**config.mk**
```make
export PLATFORM = sky130hd
export DESIGN_NAME = quad_encoder_mmio_flat
export DESIGN_NICKNAME = d
export VERILOG_FILES = /design/src/rtl/quad_encoder_mmio_if.sv /design/src/rtl/quad_encoder_mmio.sv /design/src/flat_wrapper.sv
export SDC_FILE = /design/constraint.sdc
export NUM_CORES = 1
export LEC_CHECK = 0
export CAP_MARGIN = 30
export CORE_UTILIZATION = 67
export CTS_CLUSTER_DIAMETER = 150
export CTS_CLUSTER_SIZE = 24
export DETAILED_ROUTE_END_ITERATION = 16
export DONT_BUFFER_PORTS = 1
export PLACE_DENSITY = 0.83
export SLEW_MARGIN = 20
export SYNTH_ARGS = -nofsm -noshare
export SYNTH_HDL_FRONTEND = slang
export SYNTH_SLANG_ARGS = --single-unit
```
**constraint.sdc**
```tcl
create_clock -name clk -period 8.05 [get_ports clk]
set_clock_uncertainty 0.15 [all_clocks]
set_input_delay 1.61 -clock clk [delete_from_list [all_inputs] [get_ports clk]]
set_output_delay 1.61 -clock clk [all_outputs]
set_load 0.05 [all_outputs]
```
**src/rtl/quad_encoder_mmio_if.sv**
```systemverilog
// Peripheral bus bundle for quad_encoder_mmio.
//
// Handshake: there is no valid/ready pair on this bus. A write is a single
// strobe: bus_we=1 is captured on every rising clk edge on which it is seen.
// A read is combinational. bus_rdata reflects the addressed register while
// bus_re=1, and it is 0 otherwise. The slave never stalls.
//
// Signals:
//   bus_addr  [31:0]  byte address, fully decoded
//   bus_we            write strobe
//   bus_re            read strobe
//   bus_wdata [31:0]  write data
//   bus_rdata [31:0]  read data (slave -> master, combinational)
interface quad_encoder_mmio_if;
  logic [31:0] bus_addr;
  logic        bus_we;
  logic        bus_re;
  logic [31:0] bus_wdata;
  logic [31:0] bus_rdata;

  modport master (
    output bus_addr,
    output bus_we,
    output bus_re,
    output bus_wdata,
    input  bus_rdata
  );

  modport slave (
    input  bus_addr,
    input  bus_we,
    input  bus_re,
    input  bus_wdata,
    output bus_rdata
  );
endinterface

```
**src/rtl/quad_encoder_mmio.sv**
```systemverilog
// quad_encoder_mmio: memory-mapped x4 quadrature decoder with a signed
// 32-bit position counter and a direction flag.
//
// Register map (byte offsets, full 32-bit compare):
//   0x00 CTRL     RW  bit0 ENABLE, bit1 CLR_POS (write-1 pulse, reads 0)
//   0x04 STATUS   RO  bit0 DIR, bit1 ENABLE, bit2 ERR (0 unless ENC_ERR_DETECT_EN)
//   0x08 POSITION RO  two's-complement count, wraps modulo 2^32
//
// Optional feature macro: ENC_ERR_DETECT_EN adds a sticky illegal-transition
// flag (STATUS bit2). It is cleared by a CTRL write with CLR_POS=1.
//
// Ports:
//   clk    system clock, rising edge
//   reset  asynchronous, active-low reset
//   bus    quad_encoder_mmio_if.slave register bus
//   enc_a  encoder channel A (asynchronous)
//   enc_b  encoder channel B (asynchronous)
module quad_encoder_mmio (
  input  logic                 clk,
  input  logic                 reset,
  quad_encoder_mmio_if.slave   bus,
  input  logic                 enc_a,
  input  logic                 enc_b
);

  localparam logic [31:0] ADDR_CTRL     = 32'h0000_0000;
  localparam logic [31:0] ADDR_STATUS   = 32'h0000_0004;
  localparam logic [31:0] ADDR_POSITION = 32'h0000_0008;

  logic [1:0]  sync_s1;
  logic [1:0]  sync_s2;
  logic        enable;
  logic        dir;
  logic [31:0] position;
  logic        err;

  logic        ctrl_wr;
  logic        clr_pos;
  logic [1:0]  step_delta;
  logic        step_fwd;
  logic        step_bwd;
  logic        step_bad;

  // Maps the {A,B} pair to its position along the forward Gray sequence
  // 00 -> 01 -> 11 -> 10. A forward step then advances the index by 1 mod 4.
  function automatic logic [1:0] gray_idx(input logic [1:0] ab);
    logic [1:0] idx;
    case (ab)
      2'b00:   idx = 2'd0;
      2'b01:   idx = 2'd1;
      2'b11:   idx = 2'd2;
      default: idx = 2'd3;
    endcase
    return idx;
  endfunction

  // Two-flop synchronizer. It keeps running while disabled so that enabling
  // the decoder starts from the current pin state, with no stale step.
  always_ff @(posedge clk or negedge reset) begin
    if (!reset) begin
      sync_s1 <= 2'b00;
      sync_s2 <= 2'b00;
    end else begin
      sync_s1 <= {enc_a, enc_b};
      sync_s2 <= sync_s1;
    end
  end

  // The previous state is s2 and the current state is s1.
  // delta 1 = forward, 3 = backward, 2 = both bits flipped (illegal).
  assign step_delta = gray_idx(sync_s1) - gray_idx(sync_s2);
  assign step_fwd   = (step_delta == 2'd1);
  assign step_bwd   = (step_delta == 2'd3);
  assign step_bad   = (step_delta == 2'd2);

  assign ctrl_wr = bus.bus_we && (bus.bus_addr == ADDR_CTRL);
  assign clr_pos = ctrl_wr && bus.bus_wdata[1];

  always_ff @(posedge clk or negedge reset) begin
    if (!reset) begin
      enable   <= 1'b0;
      dir      <= 1'b0;
      position <= 32'h0;
    end else begin
      if (ctrl_wr) begin
        enable <= bus.bus_wdata[0];
      end
      // Clearing wins over a step decoded on the same edge.
      if (clr_pos) begin
        position <= 32'h0;
      end else if (enable && step_fwd) begin
        position <= position + 32'd1;
      end else if (enable && step_bwd) begin
        position <= position - 32'd1;
      end
      if (enable && step_fwd) begin
        dir <= 1'b1;
      end else if (enable && step_bwd) begin
        dir <= 1'b0;
      end
    end
  end

`ifdef ENC_ERR_DETECT_EN
  always_ff @(posedge clk or negedge reset) begin
    if (!reset) begin
      err <= 1'b0;
    end else if (clr_pos) begin
      err <= 1'b0;
    end else if (enable && step_bad) begin
      err <= 1'b1;
    end
  end
`else
  logic unused_step_bad;
  assign unused_step_bad = step_bad;
  assign err = 1'b0;
`endif

  always_comb begin
    bus.bus_rdata = 32'h0;
    if (bus.bus_re) begin
      case (bus.bus_addr)
        ADDR_CTRL:     bus.bus_rdata = {31'h0, enable};
        ADDR_STATUS:   bus.bus_rdata = {29'h0, err, enable, dir};
        ADDR_POSITION: bus.bus_rdata = position;
        default:       bus.bus_rdata = 32'h0;
      endcase
    end
  end

  // Only ENABLE and CLR_POS are stored or acted on.
  logic unused_wdata;
  assign unused_wdata = ^bus.bus_wdata[31:2];

endmodule

```
**src/flat_wrapper.sv**
```systemverilog
// flat-port wrapper written by rule: the top's interface ports become plain ports
module quad_encoder_mmio_flat 
  (clk, reset, enc_a, enc_b, bus_bus_addr, bus_bus_we, bus_bus_re, bus_bus_wdata, bus_bus_rdata);
  quad_encoder_mmio_if bus_i ();
  input  logic clk;
  input  logic reset;
  input  logic enc_a;
  input  logic enc_b;
  input wire logic [$bits(bus_i.bus_addr)-1:0] bus_bus_addr;
  input wire logic [$bits(bus_i.bus_we)-1:0] bus_bus_we;
  input wire logic [$bits(bus_i.bus_re)-1:0] bus_bus_re;
  input wire logic [$bits(bus_i.bus_wdata)-1:0] bus_bus_wdata;
  output wire logic [$bits(bus_i.bus_rdata)-1:0] bus_bus_rdata;
  assign bus_i.bus_addr = bus_bus_addr;
  assign bus_i.bus_we = bus_bus_we;
  assign bus_i.bus_re = bus_bus_re;
  assign bus_i.bus_wdata = bus_bus_wdata;
  assign bus_bus_rdata = bus_i.bus_rdata;
  quad_encoder_mmio u_core (.clk(clk), .reset(reset), .bus(bus_i), .enc_a(enc_a), .enc_b(enc_b));
endmodule
```
==> results of run 1 <==
registers in the layout, indices dropped and copies added, names as in the netlist:
name             flops
u_core.dir           1
u_core.enable        1
u_core.position     32
u_core.sync_s1       2
u_core.sync_s2       2
critical path, cell delays in order:
cell	delay, ps
nor4_1	310
nand4_1	130
nor2_1	190
and4b_1	530
buf_6	220
and2_1	450
synthesized netlist by cell type, types with 5 or more instances:
master	n	share of area (%)
buf_1	5	0.53
a21o_1	18	3.8
o21ai_0	19	2.7
ha_1	42	15
clkbuf_1	12	1.3
a31oi_1	5	0.88
xor2_1	8	2.0
nor2_1	33	3.5
o21bai_1	5	1.1
nor3_1	11	1.5
nor4_1	8	1.4
and2_1	33	5.8
nand4_1	10	1.8
nand3_1	9	1.3
dfrtp_1	38	27
and3_1	6	1.1
a211oi_1	5	1.1
nand2_1	55	5.8
xnor2_1	14	3.4
inv_1	9	0.95
a21oi_1	43	6.0
metal layers:
layer	vias to the layer above	part of all wire (%)	global-route usage, %
met3	7	4.3	4.95
li1	1577	-	-
met2	76	51	54.7
met5	-	0	0
met1	1556	44	42.6
met4	0	0.97	7.76
path summary, 6_finish.rpt:
| path | start | endpoint | slack (ps) | cells after the start |
|---|---|---|---|---|
| max | bus_bus_addr[21] | bus_bus_rdata[31] | 2850 | 6 |
| min | u_core.sync_s1[0] | u_core.sync_s2[0] | 260 | 0 |
| max reg2reg | u_core.sync_s2[0] | u_core.position[28] | 3430 | 18 |
| min reg2reg | u_core.sync_s1[0] | u_core.sync_s2[0] | 260 | 0 |
| max in group asynchronous | reset | u_core.position[13] | 6820 | 0 |
| min in group asynchronous | reset | u_core.sync_s2[0] | 840 | 0 |
power groups by stage:
stage,registers [mW],logic (mW),clock network (mW)
floorplan,0.196,0.00645,0
global placement,0.196,0.00747,0
detailed placement,0.196,0.00767,0
CTS,0.193,0.00774,0.148
global route,0.193,0.00906,0.154
finish,0.193,0.00778,0.146
cell type report:
cell class / count / area (um2) / area share, %
Clock inverter: 2 / 12.5 / 0.336
Inverter: 9 / 33.8 / 0.908
Clock buffer: 6 / 82.6 / 2.22
Timing Repair Buffer: 5 / 41.3 / 1.11
Tap cell: 70 / 87.6 / 2.35
Multi-Input combinational cell: 376 / 2510 / 67.5
Sequential cell: 38 / 951 / 25.5
metrics by stage:
step	util (%)	setup WS (ps)
CTS	72.7	2640
finish	72.9	2850
global placement	70.8	2780
global route	72.9	2630
floorplan	-	3280
detailed placement	70.8	2640
cells by family (layout without fill, tap and decap cells):
kind of cell / count (synthesis) / count (layout) / share of synthesized area, %
mux: 3 / 3 / 0.876
compound gates: 124 / 124 / 22.9
xor+xnor: 22 / 22 / 5.40
flops: 38 / 38 / 26.6
simple gates: 184 / 184 / 25.9
buf+inv: 28 / 22 / 3.01
fa+ha+maj: 43 / 43 / 15.3
layout by cell type, fill, tap and decap left out, types with 9 or more instances in the layout:
master / n
nand4_1: 10
ha_1: 42
inv_1: 9
dfrtp_1: 38
a21oi_1: 43
nand2_1: 55
nor2_1: 33
nand3_1: 9
nor3_1: 11
a21o_1: 18
and2_1: 33
xnor2_1: 14
o21ai_0: 19
==> flow_summary_export.csv, run 1 <==
group,metric,value,unit
power_and_ir_drop,netSwitchingPower,0.0820,mW
placement,placedInstanceArea,3620,um2
yosys,yosys_register_bits,38,
timing,slew_viol_final,0,
flow_run,drv_cap,0,
routing,final_antenna_net_count,0,
finish,antenna_cells,0,
cts,cts_resized,0,
power_and_ir_drop,fin_total_pwr,0.347,mW
placement,gp_congestion,0.931,
critical_path,worstPathArrival,3440,ps
timing,hold_viol,0,
cts,clkTransAtPathRegs,80,ps
finish,area.growth.synth_to_final,4.28,%
global_route,grt_pass1_wl,13900,um
min_path,min_path_type,"register to register",
timing,worstMarginPinSlew,919,ps
finish,drive_above_1_share,6.19,%
routing,drt_iter0_drc,172,
power_and_ir_drop,p_per_area,93.1,nW/um2
critical_path,worst-setup-path-type,"input port to output pin",
power_and_ir_drop,pwr-share-comb,2.2,%
routing,drc,0,
power_and_ir_drop,seqPwrFrac,55.5,%
placement,io_buffers,0,
cts,tritoncts,"done",
routing,drt-total-wl,8370,um
power_and_ir_drop,p_int,0.265,mW
cts,clk_root_buffer_cell,"clkbuf_8",
placement,dp_cells,497,
power_and_ir_drop,p_clk_share,42.2,%
cts,clock_path_buffers,2,
power_and_ir_drop,p_sw_share,23.6,%
timing,rsz0062_at_grt,"no",
timing,fmax,192,MHz
yosys,netlist_area,3570,um2
global_route,grt_max_degree,42,
global_route,grt_pass1_vias,3006,
routing,viasPerCell,6.36,
power_and_ir_drop,leakagePower,1.53,nW
critical_path,start_kind,"input port",
cts,clkLatencyLatePin,300,ps
timing,finalSetupViolCount,0,
cts,cts-htree-levels,2,
floorplan,io_pins,102,
routing,dr_total_vias,3216,
timing,post-route-period-util,64.6,%
critical_path,worst-path-max-fanout,16,
critical_path,setup.worst_path.end_class,"output pin",
routing,drt-wirelength-per-cell,16.5,um
floorplan,num_rows,26,
cts,ctsHoldBuffers,0,
timing,max-slew-margin-rel,38.8,%
yosys,syn_area_per_cell,8.08,um2
floorplan,die_area,5620,um2
placement,hpwl,5920,um
timing,finalSetupTns,0,ps
yosys,synth_edf_count,0,
cts,cts_buffers,5,
finish,final_cells,506,
global_route,overflow,0,
global_route,grt_util_all_layers,32.0,%
finish,post-route-cell-area,3720,um2
cts,clock_sinks,38,
global_route,antenna_found_initial,0,
yosys,synth_cells,442,
cts,post_cts_buffers,0,
floorplan,die_h,75.0,um
yosys,synthFlopType,"dfrtp_1",
finish,fin_nets,548,
yosys,synthDistinctLibCells,58,
yosys,ys_warn_count,0,
yosys,ys_seq_area_share,26.6,%
floorplan,initial_core_util,69.9,%
yosys,synth_async_sr_flop_share,100,%
timing,fin_crit,5200,ps
finish,fillers,402,
status,status,"completed",
yosys,syn_nets,555,
timing,hold_slack,261,ps
power_and_ir_drop,ir_worst_vdd,0.0000675,V
critical_path,required,6290,ps
floorplan,die_x,75.0,um
floorplan,coreArea,5110,um2
routing,dr.pass1.iters,4,
(Power assumes the default switching activity.)
==> run 2, diff against run 1 <==
Settings changed: CORE_UTILIZATION 67 to 59, PLACE_DENSITY 0.83 to 0.78.
Clock period 8.05 ns to 4.5 ns, I/O delays scaled along.
==> run 2 against run 1 <==
  * Sequential power grew 78%
  * Critical path depth grew 10
  * Combinational power up 86%
  * Worst hold slack lost 120 ps
  * Die area is 13% higher
  * First-iteration DRC count is 7.6% higher
  * Setup slack lost 2600 ps
  * Global-route usage fell by 4.4 points
  * Power grew 70%
  * Largest cell class unchanged
  * Highest routed layer unchanged
==> flow_summary_export.csv, run 2 (synthesized netlist as in run 1, its figures left out) <==
group,metric,value,unit
finish,area.growth.synth_to_final,4.87,%
global_route,grt_pass1_wl,13700,um
cts,clk_root_buffer_cell,"clkbuf_8",
cts,post_cts_buffers,0,
power_and_ir_drop,p_per_area,157,nW/um2
critical_path,cp_slowest_cell,"a221oi_2",
global_route,grt_pass1_vias,2962,
finish,largest_reg_flops,32,
timing,finalSetupViolCount,0,
critical_path,r2r_start,"u_core.sync_s1[0]",
critical_path,rr_worst_depth,16,
placement,gp_congestion,0.904,
floorplan,die_area,6370,um2
critical_path,setup.worst_path.end_class,"register",
global_route,grt_util_all_layers,27.6,%
placement,dp_cells,502,
power_and_ir_drop,leakagePower,1.54,nW
finish,antenna_cells,0,
critical_path,worst-path-max-fanout,22,
global_route,overflow,0,
floorplan,io_pins,102,
cts,cts-htree-levels,2,
critical_path,crit_top_cell,"ha_1",
finish,regMostFlops,"u_core.position",
cts,clkLatencyLatePin,290,ps
status,status,"completed",
placement,pre_cts_ws,194,ps
cts,clock_path_buffers,2,
finish,fillers,510,
cts,cts_buffers,5,
routing,drt-wirelength-per-cell,16.3,um
floorplan,num_rows,27,
timing,hold_viol,0,
critical_path,start_kind,"register",
global_route,globalRouteMet2Util,47.3,%
critical_path,r2r_setup_slack,280,ps
timing,max-slew-margin-rel,66.5,%
power_and_ir_drop,ir_worst_vdd,0.000131,V
global_route,grt_max_degree,39,
routing,final_antenna_net_count,0,
floorplan,die_h,79.8,um
min_path,min_path_type,"input port to async pin",
critical_path,slowest_delay,430,ps
timing,fmax,237,MHz
finish,final_common_cell,"nand2_1",
finish,top_regs,"u_core.position: 32 flops, u_core.sync_s1: 2 flops, u_core.sync_s2: 2 flops",
flow_run,drv_cap,0,
timing,setup_slack,278,ps
finish,final_cells,509,
cts,clkTransAtPathRegs,80,ps
floorplan,coreArea,5680,um2
finish,fin_nets,550,
critical_path,crit_path_cell_trace,"inv_1, ha_1, ha_1, xnor2_1, nand2_2, buf_12, ha_1, and3_1, a221oi_2, o2bb2ai_2, o21ai_1, a21oi_2, o2111a_2, o211ai_2, nor3b_1, o31ai_2",
routing,drt-total-wl,8300,um
routing,viasPerCell,6.28,
critical_path,worstPathArrival,4240,ps
timing,finalSetupTns,0,ps
critical_path,required,4520,ps
finish,drive_above_1_share,6.64,%
timing,worstMarginPinSlew,505,ps
floorplan,die_x,79.8,um
timing,rsz0062_at_grt,"no",
routing,dr.pass1.iters,5,
routing,drc,0,
placement,hpwl,5990,um
placement,io_buffers,0,
timing,fin_crit,4220,ps
timing,slew_viol_final,0,
critical_path,cpLargestDelayFamily,"compound AO/OA/AOI/OAI gates",
cts,tritoncts,"done",
global_route,antenna_found_initial,0,
floorplan,initial_core_util,62.9,%
timing,post-route-period-util,93.8,%
critical_path,rr_endpoint,"u_core.position[29]",
global_route,grt_use_met1,36.0,%
critical_path,worst-setup-path-type,"register to register",
routing,drt_iter0_drc,185,
critical_path,path_buf_inv,2,
cts,clock_sinks,38,
finish,most-common-layout-cells,"nand2_1, a21oi_1, ha_1, dfrtp_1",
global_route,grt_most_used_layer,"met2",
routing,dr_total_vias,3197,
global_route,met3_usage,4.46,%
critical_path,cp.depth,16,
==> run 2: cell count changes in the layout (fill, tap and decap cells not counted), sizes merged <==
cell	previous run	this run
clkinvlp	1	0
buf	5	7
clkbuf	6	7
clkinv	1	0
==> run 2: worst max-delay path by stage <==
stage / from / to
after detailed placement: u_core.sync_s1[0] / u_core.position[28]
after global routing: u_core.sync_s1[0] / u_core.position[29]
final: u_core.sync_s1[0] / u_core.position[29]
after CTS: u_core.sync_s1[0] / u_core.position[28]
after floorplan: u_core.sync_s1[0] / u_core.position[19]
after global placement: u_core.sync_s1[0] / u_core.position[28]
==> run 2: worst reg2reg max path: stages, from the launching register on <==
cell	delay (ps)
dfrtp_1	370
inv_1	50
ha_1	290
ha_1	210
xnor2_1	280
nand2_2	230
buf_12	220
ha_1	350
and3_1	200
a221oi_2	430
o2bb2ai_2	100
o21ai_1	240
a21oi_2	130
o2111a_2	310
o211ai_2	170
nor3b_1	260
o31ai_2	100
==> run 2: where the power goes <==
group	switching [mW]	total (mW)	internal, mW
logic	0.00750	0.0145	0.00703
registers	0.00132	0.344	0.343
clock network	0.122	0.229	0.107
total	0.131	0.588	0.457
==> run 2: area by class of cell <==
cell class	count	area (um2)	area share, %
clock buffer	7	76.3	2.04
sequential	38	951	25.4
multi-input combinational	376	2530	67.5
inverter	9	33.8	0.902
tap	72	90.1	2.41
timing repair buffer	7	65.1	1.74
==> run 2: stage by stage <==
| step | util [%] | hold slack (ps) | power [mW] | area [um2] |
|---|---|---|---|---|
| 6_report | 66.0 | 145 | 0.588 | 3740 |
| 3_5_place_dp | 64.4 | 246 | 0.366 | 3660 |
| 4_1_cts | 65.8 | 137 | 0.595 | 3730 |
| 2_1_floorplan | - | 230 | 0.363 | 3570 |
| 3_3_place_gp | 64.4 | 240 | 0.365 | 3660 |
| 5_1_grt | 66.0 | 128 | 0.610 | 3740 |
==> run 2: routing by layer <==
| metal | vias up | routed length, um |
|---|---|---|
| li1 | 1577 | - |
| met1 | 1535 | 3870 |
| met2 | 76 | 3980 |
| met3 | 9 | 353 |
| met4 | 0 | 83 |
| met5 | - | 0 |
==> run 2: timing repair <==
item | in CTS | in global routing
setup endpoints to repair | 0 | 2
hold endpoints to repair | 0 | 0
hold buffers | 0 | 0
resized for setup | 0 | 3
